[config.mk]
export PLATFORM = sky130hd
export DESIGN_NAME = caxi4interconnect_dependency_check_flat
export DESIGN_NICKNAME = d
export VERILOG_FILES = /design/src/rtl/caxi4interconnect_dependency_check_if.sv /design/src/rtl/caxi4interconnect_dependency_check.sv /design/src/flat_wrapper.sv
export SDC_FILE = /design/constraint.sdc
export NUM_CORES = 1
export LEC_CHECK = 0
export ABC_AREA = 1
export BUFFER_PORTS_ARGS = -buffer_cell sky130_fd_sc_hd__buf_2
export CORE_ASPECT_RATIO = 1.5
export CORE_UTILIZATION = 44
export CTS_CLUSTER_SIZE = 12
export DETAILED_ROUTE_END_ITERATION = 16
export PLACE_DENSITY = 0.91
export SYNTH_ARGS = -nofsm -noshare
export SYNTH_HDL_FRONTEND = slang
export SYNTH_SLANG_ARGS = --single-unit
[constraint.sdc]
create_clock -name sysClk -period 1.45 [get_ports sysClk]
set_clock_uncertainty 0.05 [all_clocks]
set_input_delay 0.435 -clock sysClk [delete_from_list [all_inputs] [get_ports sysClk]]
set_output_delay 0.435 -clock sysClk [all_outputs]
set_load 0.05 [all_outputs]
[src/rtl/caxi4interconnect_dependency_check_if.sv]
// Address-request bundle between upstream master port, transaction controller and target mux.
// slave modport is the dependency-check gate; master modport is its environment.
interface caxi4interconnect_dependency_check_if #(
  parameter int NUM_SLAVES_WIDTH = 2,
  parameter int MASTERID_WIDTH   = 4,
  parameter int OPEN_TRANS_WIDTH = 2,
  parameter int PAYLOAD_WIDTH    = 32
);
  logic                        srcValid;
  logic                        srcReady;
  logic [MASTERID_WIDTH-1:0]   srcID;
  logic [NUM_SLAVES_WIDTH-1:0] srcSlaveID;
  logic [PAYLOAD_WIDTH-1:0]    srcPayload;

  logic [MASTERID_WIDTH-1:0]   currTransID;
  logic [NUM_SLAVES_WIDTH-1:0] currTransSlaveID;
  logic                        threadAvail;
  logic                        threadValid;
  logic [OPEN_TRANS_WIDTH-1:0] threadCount;
  logic [NUM_SLAVES_WIDTH-1:0] threadSlaveID;
  logic                        openTransInc;
  logic                        depStall;

  logic                        reqValid;
  logic                        reqReady;
  logic [MASTERID_WIDTH-1:0]   reqID;
  logic [NUM_SLAVES_WIDTH-1:0] reqSlaveID;
  logic [PAYLOAD_WIDTH-1:0]    reqPayload;

  modport master (
    output srcValid, srcID, srcSlaveID, srcPayload,
    input  srcReady,
    input  currTransID, currTransSlaveID, openTransInc, depStall,
    output threadAvail, threadValid, threadCount, threadSlaveID,
    input  reqValid, reqID, reqSlaveID, reqPayload,
    output reqReady
  );

  modport slave (
    input  srcValid, srcID, srcSlaveID, srcPayload,
    output srcReady,
    output currTransID, currTransSlaveID, openTransInc, depStall,
    input  threadAvail, threadValid, threadCount, threadSlaveID,
    output reqValid, reqID, reqSlaveID, reqPayload,
    input  reqReady
  );
endinterface

[src/rtl/caxi4interconnect_dependency_check.sv]
// Per-master address gate: holds a request until same-ID AXI ordering allows issue.
// Accept -> check -> issue; 2 cycles accept-to-reqValid, 1 request per 3 cycles at best.
module caxi4interconnect_dependency_check #(
  parameter int NUM_SLAVES_WIDTH = 2,
  parameter int MASTERID_WIDTH   = 4,
  parameter int OPEN_TRANS_MAX   = 3,
  parameter int OPEN_TRANS_WIDTH = 2,
  parameter int PAYLOAD_WIDTH    = 32
) (
  input logic sysClk,
  input logic sysReset,
  caxi4interconnect_dependency_check_if.slave bus
);

  localparam logic [OPEN_TRANS_WIDTH-1:0] LP_OPEN_MAX = OPEN_TRANS_WIDTH'(OPEN_TRANS_MAX);

  typedef enum logic [1:0] {
    ST_IDLE  = 2'd0,
    ST_CHECK = 2'd1,
    ST_ISSUE = 2'd2
  } state_t;

  state_t                      r_state;
  logic                        r_src_ready;
  logic                        r_req_valid;
  logic [MASTERID_WIDTH-1:0]   r_curr_id;
  logic [NUM_SLAVES_WIDTH-1:0] r_curr_slave;
  logic [PAYLOAD_WIDTH-1:0]    r_payload;

  logic w_allow;
  logic w_stall;

  // A live thread may take another request only to the same slave and below the
  // outstanding limit; with no live thread a free slot is required.
  assign w_allow = (bus.threadValid && (bus.threadSlaveID == r_curr_slave) &&
                    (bus.threadCount < LP_OPEN_MAX)) ||
                   (!bus.threadValid && bus.threadAvail);
  assign w_stall = (r_state == ST_CHECK) && !w_allow;

  always_ff @(posedge sysClk or negedge sysReset) begin
    if (!sysReset) begin
      r_state      <= ST_IDLE;
      r_src_ready  <= 1'b1;
      r_req_valid  <= 1'b0;
      r_curr_id    <= '0;
      r_curr_slave <= '0;
      r_payload    <= '0;
    end else begin
      case (r_state)
        ST_IDLE: begin
          if (bus.srcValid && r_src_ready) begin
            r_curr_id    <= bus.srcID;
            r_curr_slave <= bus.srcSlaveID;
            r_payload    <= bus.srcPayload;
            r_src_ready  <= 1'b0;
            r_state      <= ST_CHECK;
          end
        end
        ST_CHECK: begin
          if (w_allow) begin
            r_req_valid <= 1'b1;
            r_state     <= ST_ISSUE;
          end
        end
        ST_ISSUE: begin
          // No re-check here: only this gate increments the thread, decrements only relax it.
          if (bus.reqReady) begin
            r_req_valid <= 1'b0;
            r_src_ready <= 1'b1;
            r_state     <= ST_IDLE;
          end
        end
        default: begin
          r_req_valid <= 1'b0;
          r_src_ready <= 1'b1;
          r_state     <= ST_IDLE;
        end
      endcase
    end
  end

  assign bus.srcReady         = r_src_ready;
  assign bus.currTransID      = r_curr_id;
  assign bus.currTransSlaveID = r_curr_slave;
  assign bus.reqValid         = r_req_valid;
  assign bus.reqID            = r_curr_id;
  assign bus.reqSlaveID       = r_curr_slave;
  assign bus.reqPayload       = r_payload;
  assign bus.openTransInc     = r_req_valid && bus.reqReady;
  assign bus.depStall         = w_stall;

endmodule

[src/flat_wrapper.sv]
// flat-port wrapper written by rule: the top's interface ports become plain ports
module caxi4interconnect_dependency_check_flat 
#(
  parameter int NUM_SLAVES_WIDTH = 2,
  parameter int MASTERID_WIDTH   = 4,
  parameter int OPEN_TRANS_MAX   = 3,
  parameter int OPEN_TRANS_WIDTH = 2,
  parameter int PAYLOAD_WIDTH    = 32
)
  (sysClk, sysReset, bus_srcValid, bus_srcID, bus_srcSlaveID, bus_srcPayload, bus_srcReady, bus_currTransID, bus_currTransSlaveID, bus_openTransInc, bus_depStall, bus_threadAvail, bus_threadValid, bus_threadCount, bus_threadSlaveID, bus_reqValid, bus_reqID, bus_reqSlaveID, bus_reqPayload, bus_reqReady);
  caxi4interconnect_dependency_check_if #(.NUM_SLAVES_WIDTH(NUM_SLAVES_WIDTH), .MASTERID_WIDTH(MASTERID_WIDTH), .OPEN_TRANS_WIDTH(OPEN_TRANS_WIDTH), .PAYLOAD_WIDTH(PAYLOAD_WIDTH)) bus_i ();
  input logic sysClk;
  input logic sysReset;
  input wire logic [$bits(bus_i.srcValid)-1:0] bus_srcValid;
  input wire logic [$bits(bus_i.srcID)-1:0] bus_srcID;
  input wire logic [$bits(bus_i.srcSlaveID)-1:0] bus_srcSlaveID;
  input wire logic [$bits(bus_i.srcPayload)-1:0] bus_srcPayload;
  output wire logic [$bits(bus_i.srcReady)-1:0] bus_srcReady;
  output wire logic [$bits(bus_i.currTransID)-1:0] bus_currTransID;
  output wire logic [$bits(bus_i.currTransSlaveID)-1:0] bus_currTransSlaveID;
  output wire logic [$bits(bus_i.openTransInc)-1:0] bus_openTransInc;
  output wire logic [$bits(bus_i.depStall)-1:0] bus_depStall;
  input wire logic [$bits(bus_i.threadAvail)-1:0] bus_threadAvail;
  input wire logic [$bits(bus_i.threadValid)-1:0] bus_threadValid;
  input wire logic [$bits(bus_i.threadCount)-1:0] bus_threadCount;
  input wire logic [$bits(bus_i.threadSlaveID)-1:0] bus_threadSlaveID;
  output wire logic [$bits(bus_i.reqValid)-1:0] bus_reqValid;
  output wire logic [$bits(bus_i.reqID)-1:0] bus_reqID;
  output wire logic [$bits(bus_i.reqSlaveID)-1:0] bus_reqSlaveID;
  output wire logic [$bits(bus_i.reqPayload)-1:0] bus_reqPayload;
  input wire logic [$bits(bus_i.reqReady)-1:0] bus_reqReady;
  assign bus_i.srcValid = bus_srcValid;
  assign bus_i.srcID = bus_srcID;
  assign bus_i.srcSlaveID = bus_srcSlaveID;
  assign bus_i.srcPayload = bus_srcPayload;
  assign bus_srcReady = bus_i.srcReady;
  assign bus_currTransID = bus_i.currTransID;
  assign bus_currTransSlaveID = bus_i.currTransSlaveID;
  assign bus_openTransInc = bus_i.openTransInc;
  assign bus_depStall = bus_i.depStall;
  assign bus_i.threadAvail = bus_threadAvail;
  assign bus_i.threadValid = bus_threadValid;
  assign bus_i.threadCount = bus_threadCount;
  assign bus_i.threadSlaveID = bus_threadSlaveID;
  assign bus_reqValid = bus_i.reqValid;
  assign bus_reqID = bus_i.reqID;
  assign bus_reqSlaveID = bus_i.reqSlaveID;
  assign bus_reqPayload = bus_i.reqPayload;
  assign bus_i.reqReady = bus_reqReady;
  caxi4interconnect_dependency_check #(.NUM_SLAVES_WIDTH(NUM_SLAVES_WIDTH), .MASTERID_WIDTH(MASTERID_WIDTH), .OPEN_TRANS_MAX(OPEN_TRANS_MAX), .OPEN_TRANS_WIDTH(OPEN_TRANS_WIDTH), .PAYLOAD_WIDTH(PAYLOAD_WIDTH)) u_core (.sysClk(sysClk), .sysReset(sysReset), .bus(bus_i));
endmodule
==> Flow_metrics.wiki <==
{| class="wikitable"
! Metric !! Value
|-
| Result of the run || complete, but fails checks
|-
| Failing checks || setup timing
|-
| Post-synthesis cell type with the largest combined area || sky130_fd_sc_hd__dfrtp_1
|-
| Worst slew pin tran || 267 ps
|-
| Fmax || 567 MHz
|-
| Area Growth Syn to Fin || 65.7%
|-
| Max-slew violations || 0
|-
| Slowest CP cell || sky130_fd_sc_hd__dfrtp_2
|-
| Hold Crit Class || in -> async
|-
| Reported leakage power || 0.00169 µW
|-
| Via count of the first global-routing pass || 1559
|-
| Clock Root Buffer || sky130_fd_sc_hd__clkbuf_8
|-
| Total routing usage reported by global routing || 20.5%
|-
| Netlist area before placement || 0.00174 mm²
|-
| Final-layout fill cell count || 262
|-
| Die width || 53.4 µm
|-
| Commonest cells after routing, fill and taps aside || 84 x sky130_fd_sc_hd__buf_2, 72 x sky130_fd_sc_hd__nand2_1, 40 x sky130_fd_sc_hd__nand2_2
|-
| Maximum level of the CTS H-tree || 2
|-
| Routability-driven placement congestion ratio || 0.689
|-
| Antenna cell count || 0
|-
| Crit path time final || 1760 ps
|-
| Initial standard-cell utilization of the core || 46.9%
|-
| Grt ovf || 0
|-
| Synth Warn # || 0
|-
| Pin count of the biggest net entering global routing || 43
|-
| Mapped Cells || 207
|-
| Maxcap violations || 0
|-
| Avg Vias per Cell || 4.81
|-
| Cells traversed along the worst timing path || inv_2, nand2_1, nand2_1, nand3_1, nand2_2, clkinvlp_4, buf_6
|-
| DIE HEIGHT || 79.1 µm
|-
| Final worst-path cycle share || 122%
|-
| Path type of the worst setup path || reg -> out
|-
| Fraction of the core area covered by cells at the end of the flow || 77.7%
|-
| Longest individual stage delay on the worst path || 430 ps
|-
| Fraction of synthesized cell area taken by the top area cell type || 58.9%
|-
| Most frequent standard cell in the layout excluding fill and tap cells || sky130_fd_sc_hd__buf_2
|-
| Worst-case setup margin in the final layout || -314 ps
|-
| Fraction of layout cells with a size suffix above 1 || 59.8%
|-
| Req. time, crit path || 970 ps
|-
| Final setup violation count || 32
|-
| Hold violation total from the final report || 0
|-
| Clock sinks || 42
|-
| Core Area || 0.00372 mm²
|-
| Final ANT Viol Nets || 0
|-
| Global-route wire length before repair || 6280 µm
|-
| Clock Path Buffers || 2
|-
| Number of unique standard cell types used by synthesis || 14
|-
| Worst-Skew Late Latency || 280 ps
|-
| Post-Place Worst Slack || -215 ps
|-
| Pwr per Cell Area || 2770 mW/mm²
|-
| Total of flip-flops plus latches after synthesis || 42
|-
| Category of the worst setup path capture point || output port
|-
| Port Buffer Count || 95
|-
| Worst Path Arrival || 1280 ps
|-
| Setup total negative slack || -1210 ps
|-
| Antenna violations before repair || 0
|-
| Sum of internal, switching and leakage power || 8000 µW
|-
| Routed wire length || 5050 µm
|-
| DRC viols || 0
|-
| Critical Path Start Type || flop
|-
| Worst max-slew margin expressed relative to the limit || 82.2%
|-
| Sum of net half-perimeters after detailed placement || 2800 µm
|-
| Net total in the final layout || 363
|-
| Reg-to-Reg Start || u_core.bus.srcReady
|-
| Cell types occupying the most area after synthesis || sky130_fd_sc_hd__dfrtp_1 59%, sky130_fd_sc_hd__nand2_1 27%, sky130_fd_sc_hd__buf_4 2.6%
|-
| Clock slew at reported path FFs || 70 ps
|-
| Max VDD drop || 2020 µV
|-
| Most used cell along the critical path || sky130_fd_sc_hd__nand2_1
|-
| Synthesized Nets || 255
|-
| Ports || 96
|-
| Post-synthesis area per instance || 8.41 µm²
|-
| Part of the Yosys area used for sequential elements || 60.4%
|-
| Clock tree from TritonCTS || built
|-
| Total CTS buffers || 5
|-
| Average detailed-routed wire length per instance || 14.1 µm
|-
| RSZ-0062 raised after global routing || yes
|-
| Number of rows created at floorplan || 27
|-
| Crit. Startpoint || u_core.bus.currTransSlaveID[0]
|-
| Total via count after detailed routing || 1726
|-
| Overall die area || 0.00422 mm²
|-
| Maximum fanout along the worst path || 3
|-
| DRC violation total after the first TritonRoute iteration || 23
|-
| Number of detailed-route iterations in the first pass || 4
|}
-- power by group --
part	leakage (µW)	internal (µW)	switching (µW)	total, µW
Sequential	0.000518	1740	348	2090
Combinational	0.00112	1600	3560	5160
Clock	0.0000482	384	368	751
-- layer usage --
metal	part of all wire (%)	global-route usage (%)
met4	1.8	9.47
met2	57	37.1
met5	0	0
met3	5.4	5.75
met1	36	20.4
-- metrics by stage --
| stage | hold WS, ps | cell area [µm²] | std cells |
|---|---|---|---|
| finish | 47.5 | 2890 | 359 |
| global route | 65.3 | 2890 | 359 |
| CTS | 66.1 | 2430 | 350 |
| detailed placement | 377 | 2270 | 342 |
| global placement | 370 | 2270 | 342 |
| floorplan | 89.4 | 1750 | 207 |
-- registers in the layout, summed over array words and instances (netlist names) --
| name | flops |
|---|---|
| u_core.bus.currTransSlaveID | 2 |
| u_core.bus.currTransID | 4 |
| u_core.r_state | 2 |
| u_core.bus.srcReady | 1 |
| u_core.bus.reqPayload | 32 |
| u_core.bus.reqValid | 1 |
-- repair_timing --
action / in CTS / in global routing
pin swaps: 1 / 33
setup endpoints to repair: 44 / 48
hold buffers: 0 / 0
resized for setup: 19 / 92
cloned: 0 / 8
setup buffers: 0 / 1
-- worst paths after layout --
check	depth (start not counted)	end	slack, ps
max	7	bus_depStall	-310
min	2	u_core.r_state[1]	50
max reg2reg	6	u_core.bus.reqPayload[8]	-60
min reg2reg	2	u_core.bus.reqPayload[13]	420
max in group asynchronous	2	u_core.bus.srcReady	1020
min in group sysClk	3	u_core.bus.reqPayload[21]	290
-- cells by family after synthesis --
kind of cell           after synthesis  share of synthesized area [%]
AOI/OAI and AO/OA                    5                           1.51
and+or+nand+nor                    134                           29.5
buffers and inverters               26                           8.55
DFF                                 42                           60.4
-- cells in the mapped netlist --
master                      n
sky130_fd_sc_hd__a21oi_1    2
sky130_fd_sc_hd__a31oi_1    1
sky130_fd_sc_hd__buf_2      5
sky130_fd_sc_hd__buf_4      6
sky130_fd_sc_hd__buf_6      3
sky130_fd_sc_hd__dfrtp_1   41
sky130_fd_sc_hd__dfstp_2    1
sky130_fd_sc_hd__inv_1     10
sky130_fd_sc_hd__inv_2      2
sky130_fd_sc_hd__nand2_1  126
sky130_fd_sc_hd__nand3_1    3
sky130_fd_sc_hd__nor2_1     4
sky130_fd_sc_hd__nor2_4     1
sky130_fd_sc_hd__o21ai_0    2
-- worst max-delay path: cells and delay by family, from the launching register on --
family | cells | cell delay [ps]
flops | 1 | 430
buf+inv | 3 | 290
simple gates | 4 | 280
-- layout make-up --
type                    instances  area, µm²  share of cell area (%)
clock buffers                   7       86.3                    2.99
clock inverters                 1       5.00                   0.173
inverters                      12       61.3                    2.12
multi-input cells             139        761                    26.4
flip-flops and latches         42       1060                    36.6
well taps                      43       53.8                    1.86
repair buffers                114        847                    29.3
repair inverters                1       16.3                   0.564
(Power assumes the default switching activity.)
